==> src/rtl/pd_file_mm_host.sv <==
// pd_file_mm_host: Avalon-MM host that moves linear blocks of words between
// the MATLAB bridge streams and a single-port 32-bit x 1024-word on-chip RAM.
// A command (start address + word count) is turned into one write per
// accepted input word, or a back-to-back read burst whose returning data is
// forwarded to the output stream after READ_LATENCY cycles.
//
// Optional build macro PD_FILE_MM_HOST_ABORT_EN adds an 'abort' input that
// cuts a running WRITE or READ short. Outstanding reads still drain and
// done still pulses.
module pd_file_mm_host #(
    parameter int ADDR_W       = 10,
    parameter int DATA_W       = 32,
    parameter int READ_LATENCY = 1
) (
    input  logic                  clk,
    input  logic                  reset_n,

    input  logic                  cmd_valid,
    output logic                  cmd_ready,
    input  logic                  cmd_write,
    input  logic [ADDR_W-1:0]     cmd_addr,
    input  logic [ADDR_W:0]       cmd_len,

    input  logic                  wr_valid,
    output logic                  wr_ready,
    input  logic [DATA_W-1:0]     wr_data,

    output logic                  rd_valid,
    output logic [DATA_W-1:0]     rd_data,

    output logic                  done,
`ifdef PD_FILE_MM_HOST_ABORT_EN
    input  logic                  abort,
`endif

    output logic [ADDR_W-1:0]     av_address,
    output logic [DATA_W/8-1:0]   av_byteenable,
    output logic                  av_chipselect,
    output logic                  av_write,
    output logic [DATA_W-1:0]     av_writedata,
    input  logic [DATA_W-1:0]     av_readdata,
    output logic                  av_clken
);

    typedef enum logic [2:0] {
        S_IDLE,
        S_WRITE,
        S_READ,
        S_DRAIN,
        S_DONE
    } state_t;

    localparam logic [ADDR_W-1:0] PTR_ONE = ADDR_W'(1);
    localparam logic [ADDR_W:0]   LEN_ONE = (ADDR_W + 1)'(1);

    state_t                  state;
    logic [ADDR_W-1:0]       ptr;
    logic [ADDR_W:0]         remaining;

    // One bit per read in flight; a 1 enters when a read is presented to the
    // slave and leaves at the far end exactly when its data is on av_readdata.
    logic [READ_LATENCY-1:0] rd_pipe;
    logic [READ_LATENCY:0]   rd_pipe_ext;
    logic [READ_LATENCY-1:0] rd_pipe_next;
    logic                    read_presented;
    logic                    abort_req;

`ifdef PD_FILE_MM_HOST_ABORT_EN
    assign abort_req = abort;
`else
    assign abort_req = 1'b0;
`endif

    // The slave is never gated off and always writes full words.
    assign av_byteenable = '1;
    assign av_clken      = 1'b1;

    // A read is "presented" during the cycle the registered strobes show it.
    assign read_presented = av_chipselect & ~av_write;
    assign rd_pipe_ext    = {rd_pipe, read_presented};
    assign rd_pipe_next   = rd_pipe_ext[READ_LATENCY-1:0];

    // Read data passes straight through from the slave in its valid cycle;
    // forced to zero otherwise so the stream is quiet between words.
    assign rd_valid = rd_pipe[READ_LATENCY-1];
    assign rd_data  = rd_valid ? av_readdata : '0;

    // Command sequencer: state, address/count bookkeeping and every
    // registered strobe toward the slave and the bridge.
    // NOTE: all state here uses <= so every register samples the values from
    // before this edge; a blocking = would let later lines see updated values.
    always_ff @(posedge clk) begin
        if (!reset_n) begin
            state         <= S_IDLE;
            ptr           <= '0;
            remaining     <= '0;
            rd_pipe       <= '0;
            cmd_ready     <= 1'b0;
            wr_ready      <= 1'b0;
            done          <= 1'b0;
            av_chipselect <= 1'b0;
            av_write      <= 1'b0;
            av_address    <= '0;
            av_writedata  <= '0;
        end else begin
            // Defaults: strobes are single-cycle unless re-issued below.
            rd_pipe       <= rd_pipe_next;
            done          <= 1'b0;
            av_chipselect <= 1'b0;
            av_write      <= 1'b0;

            case (state)
                S_IDLE: begin
                    cmd_ready <= 1'b1;
                    if (cmd_valid && cmd_ready) begin
                        cmd_ready <= 1'b0;
                        ptr       <= cmd_addr;
                        remaining <= cmd_len;
                        if (cmd_len == '0) begin
                            state <= S_DONE;
                        end else if (cmd_write) begin
                            state    <= S_WRITE;
                            wr_ready <= 1'b1;
                        end else begin
                            state <= S_READ;
                        end
                    end
                end

                S_WRITE: begin
                    // Each consumed word becomes one slave write next cycle;
                    // cycles without a word leave a bubble on the bus.
                    if (wr_valid && wr_ready) begin
                        av_chipselect <= 1'b1;
                        av_write      <= 1'b1;
                        av_address    <= ptr;
                        av_writedata  <= wr_data;
                        ptr           <= ptr + PTR_ONE;
                        remaining     <= remaining - LEN_ONE;
                        if (remaining == LEN_ONE) begin
                            wr_ready <= 1'b0;
                            state    <= S_DONE;
                        end
                    end
                    if (abort_req) begin
                        wr_ready <= 1'b0;
                        state    <= S_DONE;
                    end
                end

                S_READ: begin
                    // One read per cycle; the address wraps with ptr width.
                    av_chipselect <= 1'b1;
                    av_write      <= 1'b0;
                    av_address    <= ptr;
                    ptr           <= ptr + PTR_ONE;
                    remaining     <= remaining - LEN_ONE;
                    if (remaining == LEN_ONE || abort_req) begin
                        state <= S_DRAIN;
                    end
                end

                S_DRAIN: begin
                    // Leave once nothing is in flight after this edge, i.e.
                    // the last rd_valid has already been delivered.
                    if (rd_pipe_next == '0) begin
                        state <= S_DONE;
                    end
                end

                S_DONE: begin
                    done      <= 1'b1;
                    cmd_ready <= 1'b1;
                    state     <= S_IDLE;
                end

                default: begin
                    state <= S_IDLE;
                end
            endcase
        end
    end

endmodule

==> config.mk <==
export PLATFORM = sky130hd
export DESIGN_NAME = pd_file_mm_host
export DESIGN_NICKNAME = d
export VERILOG_FILES = /design/src/rtl/pd_file_mm_host.sv
export SDC_FILE = /design/constraint.sdc
export NUM_CORES = 1
export LEC_CHECK = 0
export ABC_AREA = 0
export BUFFER_PORTS_ARGS = -buffer_cell sky130_fd_sc_hd__buf_2
export CORE_MARGIN = 4
export CORE_UTILIZATION = 49
export CTS_CLUSTER_SIZE = 24
export DETAILED_ROUTE_END_ITERATION = 7
export PLACE_DENSITY_LB_ADDON = 0.1
export REMOVE_ABC_BUFFERS = 1
export SYNTH_ARGS = -nofsm -noshare
export SYNTH_HDL_FRONTEND = slang
export SYNTH_SLANG_ARGS = --single-unit
==> constraint.sdc <==
create_clock -name clk -period 5.6 [get_ports clk]
set_clock_uncertainty 0.1 [all_clocks]
set_input_delay 0 -clock clk [delete_from_list [all_inputs] [get_ports clk]]
set_output_delay 0 -clock clk [all_outputs]
set_load 0.02 [all_outputs]
## Word level (Yosys, flattened, before mapping)

Cells that the tools add are included.

- Flip-flop bits (word level): 72
- Bits in latches: 0
- Bits in writable memories: 0
- Bits in read-only memories: 0
- Input bits: 90
- Output and inout bits: 85
- Word-level logic and storage cells: 69
- Memories kept: 0

- Add/sub/neg operators: 2
- Multiply operators: 0
- Divide/modulo/power cells: 0
- Magnitude comparators: 0
- Equality and inequality tests: 12
- Shift-type cells: 0
- Muxes and demuxes: 28
- Bitwise gates (word level): 2
- Reductions and logical operators: 14

Operators by type and width:

| operator | number |
|---|---|
| 11-bit one-hot mux with 3 select lines | 1 |
| 32-bit two-way mux | 1 |
| 10-bit two-way mux | 3 |
| 10-bit one-hot mux with 3 select lines | 1 |
| 11-bit two-way mux | 2 |
| 10-bit one-hot mux with 2 select lines | 1 |
| 3-bit two-way mux | 6 |
| 2-bit != test (second input constant) | 7 |
| 3-bit one-hot mux with 4 select lines | 1 |
| 11-bit by 1-bit equality test with 1-bit output (second input constant) | 1 |
| 11-bit zero test | 1 |
| 11-bit by 1-bit subtractor with 11-bit output (second input constant) | 1 |
| 10-bit by 1-bit adder with 10-bit output (second input constant) | 1 |
| 1-bit two-way mux | 8 |
| 3-bit by 2-bit equality test with 1-bit output (second input constant) | 2 |
| 1-bit one-hot mux with 2 select lines | 3 |
| 2-bit AND reduction | 3 |
| 6-bit AND reduction | 1 |
| 2-bit nonzero test | 3 |
| 5-bit AND reduction | 1 |
| 3-bit by 1-bit equality test with 1-bit output (second input constant) | 1 |
| 3-bit equality test (second input constant) | 1 |
| 3-bit zero test | 1 |
| 3-bit AND reduction | 1 |
| other kinds (5) | 6 |

## Longest topological paths before layout

Gate-level depths: netlist of the first run.

- Depth in word-level cells: 4
- Mapped depth: 8
- Depth with buffers taken out: 7

## Least setup slack after synthesis of the first run

No wires, ideal clock.

- Path kind: reg2reg
- From: register remaining[0]
- To: register state[1]
- Setup time: 0.070 ns
- Data arrival time: 1.897 ns
- Data required time: 5.430 ns
- Path slack: 3.533 ns
- Stages on the path, launching flop included: 7
- Path buffers: 0
- Clock period less this slack: 2.067 ns
- Cell sequence: dfxtp_1 > ha_1 > or4b_2 > nor4_4 > o211ai_2 > or3b_1 > a21oi_1

- Word-level cells in the longest chain between the ends: 3
- Elaborated cells on any way between the ends: 4
- Classes of those cells: eq/ne (3); reduce/logical (1)

Ends and longest elaborated chain:

| element | RTL line | source |
|---|---|---|
| start, declared | 58 | `logic [ADDR_W:0] remaining;` |
| start signal, assigned | 118 | `remaining <= cmd_len;` |
| start signal, assigned | 139 | `remaining <= remaining - LEN_ONE;` |
| start signal, assigned | 157 | `remaining <= remaining - LEN_ONE;` |
| 11-bit by 1-bit equality test with 1-bit output * | 140, 158 |  |
| 2-bit != test (no line) | -- |  |
| 5-bit AND reduction (no line) * | -- |  |
| end signal, assigned | 142 | `state <= S_DONE;` |
| end signal, assigned | 147 | `state <= S_DONE;` |
| end signal, assigned | 159 | `state <= S_DRAIN;` |
| end, declared | 56 | `state_t state;` |

Every way passes the cells marked *; elsewhere a longest branch is shown, timed or not.
A chain may end at the register's enable or synchronous reset.

## Worst setup path in the final report of the first run

- From: register state[0]
- To: register state[1]

- Word-level cells in the longest chain between the ends: 3
- Elaborated cells on any way between the ends: 11
- Classes of those cells: eq/ne (8); mux (1); reduce/logical (2)

Ends and longest elaborated chain:

| element | RTL line | source |
|---|---|---|
| start signal, assigned | 94 | `state <= S_IDLE;` |
| start signal, assigned | 120 | `state <= S_DONE;` |
| start signal, assigned | 122 | `state <= S_WRITE;` |
| 3-bit by 2-bit equality test with 1-bit output, or another cell as far along | 112 | `case (state)` |
| 2-bit != test (no line) | -- |  |
| 5-bit AND reduction (no line) | -- |  |

Parallel ways exist; a longest one is shown, timed or not.

==> impl_metrics.toml, run 1 <==
[route]
detail_route.wl_per_cell_um = 14.8
drc_errors = 0
finalWirelength_mm = 11.2
final_antenna_net_count = 0
drt_iter0_drc = 212
drtPass1Iterations = 5
vias = 3854
vias_per_cell = 5.10

[critical_path]
rr_worst_depth = 5
path_cells = "xnor2_1 > or2_1 > o211ai_2 > or3b_1 > a21oi_1"
cpPeakStageDelay_ps = 950
crit_type = "reg -> reg"
critPathLaunchType = "flip-flop"
regToRegSetupSlack_ps = 2870
arrival_ps = 2910
worstPathRequired_ps = 5780
reg2reg_from = "state[0]"
cp_slowest_cell = "or2_1"
cp_max_fo = 38
reg2reg_to = "state[1]"
end_kind = "flip-flop"

[min_path]
holdCritStartpoint = "cmd_addr[8]"
min_to = "ptr[8]"
whs_path_depth = 4
holdCritPathClass = "in -> reg"

[grt]
grt_max_degree = 39
antenna_found_initial = 0
grt_usage_pct = 25.7
grt_pass1_wl_mm = 17.8
overflow = 0
grt_pass1_vias = 3574

[sta]
setup_violations = 0
finalCritPeriodShare_pct = 48.8
hold_slack_ps = 6.90
rsz0062_at_grt = "false"
drv_slew = 0
worstMarginPinSlew_ps = 1180
tns_ps = 0
layout_min_cycle_time_ps = 2730
clock.fmax_mhz = 366
hold_viol_final = 0
relSlewSlack_pct = 21.5

[floorplanning]
die_w_um = 92.4
start_util_pct = 50.9
coreArea_um2 = 6870
die_y_um = 92.4
rows = 30
ios = 175
die_area_um2 = 8540

[yosys]
ys_ff_latch = 72
ys_types = 53
synth_edf_count = 0
netlist_instances = 450
yosysTopAreaCell = "dfxtp_1"
synth_area_leaders = "dfxtp_1 (41%), nand2_1 (11%), a21oi_1 (7.0%)"
netlist.area_leader.share_pct = 41.3
ys_seq_area_share_pct = 41.3
syn_area_um2 = 3490
ys_warn_count = 0
avgSynthCellArea_um2 = 7.76
synthFlopType = "dfxtp_1"
async_flop_share_pct = 0

[cts]
htree_levels = 3
cts_tree = "built"
clockBufferDepth = 2
clk_latency_ps = 350
cts_resized = 0
cts_sinks = 72
cts_buffers = 9
clk_pin_slew_ps = 80
clockRootBuffer = "clkbuf_8"

[finish]
final_nets = 748
layout-drive-gt1-share_pct = 29.7
finalNonFillerCells = 756
syn2layout_area_growth_pct = 47.0
antenna_cells = 0

[power_and_ir_drop]
irDropWorstVdd_uv = 247
p_leak_nw = 2.33
power-per-cell-area_nw_per_um2 = 386

[job]
max_cap_violations = 0

[placement]
gp_congestion = 0.801
dp.cells = 686
dp_hpwl_mm = 7.31
io_buffers = 169

[outcome]
outcome = "finished, final reports clean"
-- kinds of logic (layout without fill, tap and decap cells) --
kind of cell,count (synthesis),in the layout,share of synthesized area (%)
AO/OA/AOI/OAI,110,110,19.4
XOR/XNOR,1,1,0.251
other,1,5,0.107
adder cells (fa/ha/maj),3,3,1.07
buffers and inverters,42,248,5.34
AND/OR/NAND/NOR,211,211,29.7
multiplexers,10,10,2.87
flip-flops,72,72,41.3
-- how the worst max path moves through the flow --
stage / start / slack [ps] / to / cells past startpoint
4_1_cts: state[0] / 2890 / state[1] / 5
3_5_place_dp: state[0] / 2920 / state[1] / 5
6_report: state[0] / 2870 / state[1] / 5
2_1_floorplan: state[2] / 3120 / ptr[8] / 5
3_3_place_gp: state[0] / 2980 / state[1] / 5
5_1_grt: state[0] / 2630 / state[1] / 5
-- critical path: cells and delay by family, from the launching register on --
kind                      cells  cell delay [ps]
and+or+nand+nor               2             1340
DFF                           1              580
AOI/OAI and AO/OA             2              390
xor gates and xnor gates      1              250
-- cells in the mapped netlist, types with 2 or more instances --
cell type and instances:
o31a_1 2, buf_2 2, buf_4 7, nand3b_1 3, mux2i_1 10, nor3_1 12, nor4_1 5, o21ai_1 2
and3_1 5, a22oi_1 2, ha_1 3, o31ai_1 4, nand4_1 3, nor2b_1 3, nand2_1 98, a31oi_1 3
o21a_1 6, o22ai_1 2, a211o_1 2, and2_1 37, o21ai_0 15, and2_0 2, nor2_1 21, inv_1 4
clkbuf_1 28, a21boi_1 8, a21o_1 3, a21boi_0 5, or4_1 3, or3_1 2, a21oi_1 49, dfxtp_1 72
nand3_1 7
-- sequential cells by signal, summed over array words and instances, names as in the netlist --
name	cells
state	3
cmd_ready	1
av_chipselect	1
wr_ready	1
done	1
rd_valid	1
av_writedata	32
av_write	1
remaining	11
ptr	10
av_address	10
-- layer usage --
metal  global-route usage [%]  share of wire [%]  routed length (um)
met5                        0                  0                   0
met4                     8.29                1.6                 184
met3                     5.61                7.1                 796
met2                     44.9                 51                5740
met1                     31.3                 40                4480
-- cell type report --
| cell class | count | area (um^2) |
|---|---|---|
| fill | 517 | 1740 |
| sequential | 72 | 1440 |
| timing repair buffer | 227 | 1420 |
| inverter | 5 | 18.8 |
| multi-input combinational | 340 | 1890 |
| clock inverter | 7 | 128 |
| tap | 96 | 120 |
| clock buffer | 9 | 124 |
-- cells in the final DEF, fill, tap and decap left out, drive strengths merged, types with 4 or more instances in the layout --
cell and instances:
buf 173, nand2 98, dfxtp 72, dlygate4sd3 54, a21oi 49, and2 39, nor2 21, o21ai 17
a21boi 13, nor3 12, mux2i 10, clkbuf 9, nand3 7, o21a 6, nor4 6, inv 6
and3 5, conb 5, o31ai 4, nor2b 4
-- report_power, final --
group	total [mW]	internal, mW	switching [mW]	leakage [nW]
combinational	0.777	0.309	0.468	1.62
sequential	0.693	0.594	0.0995	0.584
clock	0.513	0.302	0.211	0.126
-- metrics by stage --
| step | setup slack (ps) | power, mW | util (%) | instance area (um^2) |
|---|---|---|---|---|
| 2_1_floorplan | 3120 | 1.20 | - | 3340 |
| 3_3_place_gp | 2980 | 1.41 | 63.2 | 4340 |
| 3_5_place_dp | 2920 | 1.44 | 63.2 | 4340 |
| 4_1_cts | 2890 | 1.98 | 74.7 | 5130 |
| 5_1_grt | 2630 | 2.12 | 74.7 | 5130 |
| 6_report | 2870 | 1.98 | 74.7 | 5130 |
-- what timing repair did --
action / in CTS / in global routing
hold buffers: 54 / 0
endpoints found under the hold margin: 56 / 0
setup buffers: 0 / 0
Power figures use the tool's default switching activity.
==> inputs of run 2 (changes only) <==
--- a/config.mk
+++ b/config.mk
@@ -5,10 +5,10 @@
 export SDC_FILE = /design/constraint.sdc
 export NUM_CORES = 1
 export LEC_CHECK = 0
-export ABC_AREA = 0
+export ABC_AREA = 1
 export BUFFER_PORTS_ARGS = -buffer_cell sky130_fd_sc_hd__buf_2
 export CORE_MARGIN = 4
-export CORE_UTILIZATION = 49
+export CORE_UTILIZATION = 42
 export CTS_CLUSTER_SIZE = 24
 export DETAILED_ROUTE_END_ITERATION = 7
 export PLACE_DENSITY_LB_ADDON = 0.1
==> constraint.sdc (replaced) <==
create_clock -name clk -period 2.3 [get_ports clk]
set_clock_uncertainty 0.1 [all_clocks]
set_input_delay 0 -clock clk [delete_from_list [all_inputs] [get_ports clk]]
set_output_delay 0 -clock clk [all_outputs]
set_load 0.02 [all_outputs]
==> run 2 against run 1 <==
  * Non-clock buffer count up 1
  * Fmax up 46%
  * First-iteration DRC count down 10%
  * Synthesized cell count up 24%
  * Combinational power rose to 3.6 times the previous value
  * Via count up 8.3%
  * Clock-buffer cell count up 1
  * Clock power up 120%
  * Wire length down 3.5%
  * Critical path type unchanged
  * Critical endpoint unchanged
==> impl_metrics.toml, run 2 <==
[grt]
grt_usage_pct = 20.7
overflow = 0
grt_max_degree = 52
antenna_found_initial = 0
grt_pass1_vias = 3968
grt_pass1_wl_mm = 17.3

[finish]
finalNonFillerCells = 884
multi_input_area_um2 = 1790
layout-drive-gt1-share_pct = 26.3
seq_area_um2 = 1440
top_register = "av_writedata"
final_nets = 866
fill_cells = 761
layout_commonest_cell = "buf_2"
largest_reg_flops = 32
top_regs = "av_writedata (32), remaining (11)"
mostFrequentLayoutCells = "buf_2 (169), nand2_1 (133), nor2_1 (111)"
syn2layout_area_growth_pct = 44.4

[sta]
drv_slew = 0
hold_viol_final = 0
setup_violations = 0
tns_ps = 0
worstMarginPinSlew_ps = 728
relSlewSlack_pct = 51.4
rsz0062_at_grt = "false"
clock.fmax_mhz = 534
finalCritPeriodShare_pct = 81.4
layout_min_cycle_time_ps = 1870

[power_and_ir_drop]
irDropWorstVdd_uv = 570
p_leak_nw = 2.96
power-per-cell-area_nw_per_um2 = 1060

[critical_path]
path_buf_inv = 2
end_kind = "flip-flop"
arrival_ps = 2030
cp_max_fo = 36
rr_worst_depth = 8
critPathLaunchType = "flip-flop"
path_cells = "inv_2 > nand2_4 > nand2_4 > inv_2 > nor2_1 > nor2_1 > nand2_1 > a21oi_1"
cpPeakStageDelay_ps = 440
cp.depth = 8
crit_type = "reg -> reg"
cp_slowest_cell = "dfxtp_1"
worstPathRequired_ps = 2460
critPathTopFamily = "simple AND/OR/NAND/NOR gates"

[route]
drt_iter0_drc = 190
drtPass1Iterations = 4
final_antenna_net_count = 0
detail_route.wl_per_cell_um = 12.2
vias = 4175
vias_per_cell = 4.72
finalWirelength_mm = 10.8
drc_errors = 0

[placement]
dp_hpwl_mm = 7.40
dp.cells = 812
gp_congestion = 0.850
io_buffers = 169

[floorplanning]
die_w_um = 101
coreArea_um2 = 8340
start_util_pct = 43.7
ios = 175
die_y_um = 101
rows = 33
die_area_um2 = 10200

[cts]
cts_sinks = 72
clk_pin_slew_ps = 80
cts_tree = "built"
htree_levels = 3
clockRootBuffer = "clkbuf_8"
clockBufferDepth = 2
clk_latency_ps = 340
cts_buffers = 9
cts_resized = 0

[yosys]
netlist_instances = 560
synthFlopType = "dfxtp_1"
avgSynthCellArea_um2 = 6.51
synthTopCellsByCount = "nand2_1 (133), nor2_1 (111), dfxtp_1 (72)"
async_flop_share_pct = 0
ys_ff_latch = 72
ys_warn_count = 0
synth_area_leaders = "dfxtp_1 (40%), nand2_1 (14%), nor2_1 (11%)"
synth_edf_count = 0
netlist.area_leader.share_pct = 39.5
ys_types = 32
ys_seq_area_share_pct = 39.5
syn_area_um2 = 3650
yosysMostFrequentCell = "nand2_1"
yosysTopAreaCell = "dfxtp_1"

[min_path]
holdCritPathClass = "in -> reg"
whs_path_depth = 4

[outcome]
outcome = "finished, final reports clean"

[job]
max_cap_violations = 0
run 2: cell count changes after synthesis, moves of 20 or more:
cell	change
nand2_1	+35
inv_1	+59
and2_1	-37
nor2_1	+90
o21ai_0	+26
o21ai_1	+20
run 2: kinds of logic after synthesis:
family,Yosys count,share of synthesized area (%)
AND/OR/NAND/NOR,281,32.4
AO/OA/AOI/OAI,101,14.1
buffers and inverters,98,11.8
flip-flops,72,39.5
XOR/XNOR,4,0.961
adder cells (fa/ha/maj),3,1.03
other,1,0.103
run 2: repair_timing:
item / 4_1_cts / 5_1_grt
hold buffers: 55 / 0
setup buffers: 0 / 0
hold endpoints to repair: 56 / 0
run 2: power breakdown:
part	switching, mW	internal (mW)
logic	1.84	0.915
clock network	0.498	0.620
registers	0.179	1.51
total	2.52	3.04
run 2: worst min-delay path: stages:
cell     delay (ps)
buf_2           100
buf_4           260
nand2_1         120
a21oi_1          30
run 2: final cells by class:
class | count | share of cell area, %
inverter | 68 | 4.85
antenna | 1 | 0.0475
clock buffer | 10 | 2.42
multi-input combinational | 394 | 34.0
tap | 105 | 2.50
clock inverter | 6 | 1.73
timing repair buffer | 228 | 27.1
sequential | 72 | 27.4
run 2: stage by stage:
stage	setup WS, ps	area [um^2]	utilization, %	power (mW)	hold slack (ps)
2_1_floorplan	382	3490	-	3.68	10.4
3_3_place_gp	526	4490	53.9	4.33	113
3_5_place_dp	475	4490	53.9	4.39	125
4_1_cts	456	5260	63.1	5.59	122
5_1_grt	216	5260	63.1	6.08	148
6_report	428	5270	63.1	5.56	122
run 2: worst paths after layout:
kind | startpoint | end | slack [ps]
hold / removal | reset_n | ptr[2] | 120
setup reg to reg | state[1] | state[1] | 430
hold reg to reg | remaining[9] | remaining[9] | 370
setup / recovery | state[1] | state[1] | 430
run 2: metal layers:
metal	global-route usage [%]	routed length, um
met1	24.3	4510
met2	36.5	5180
met3	4.34	824
met4	9.00	300
met5	0	0
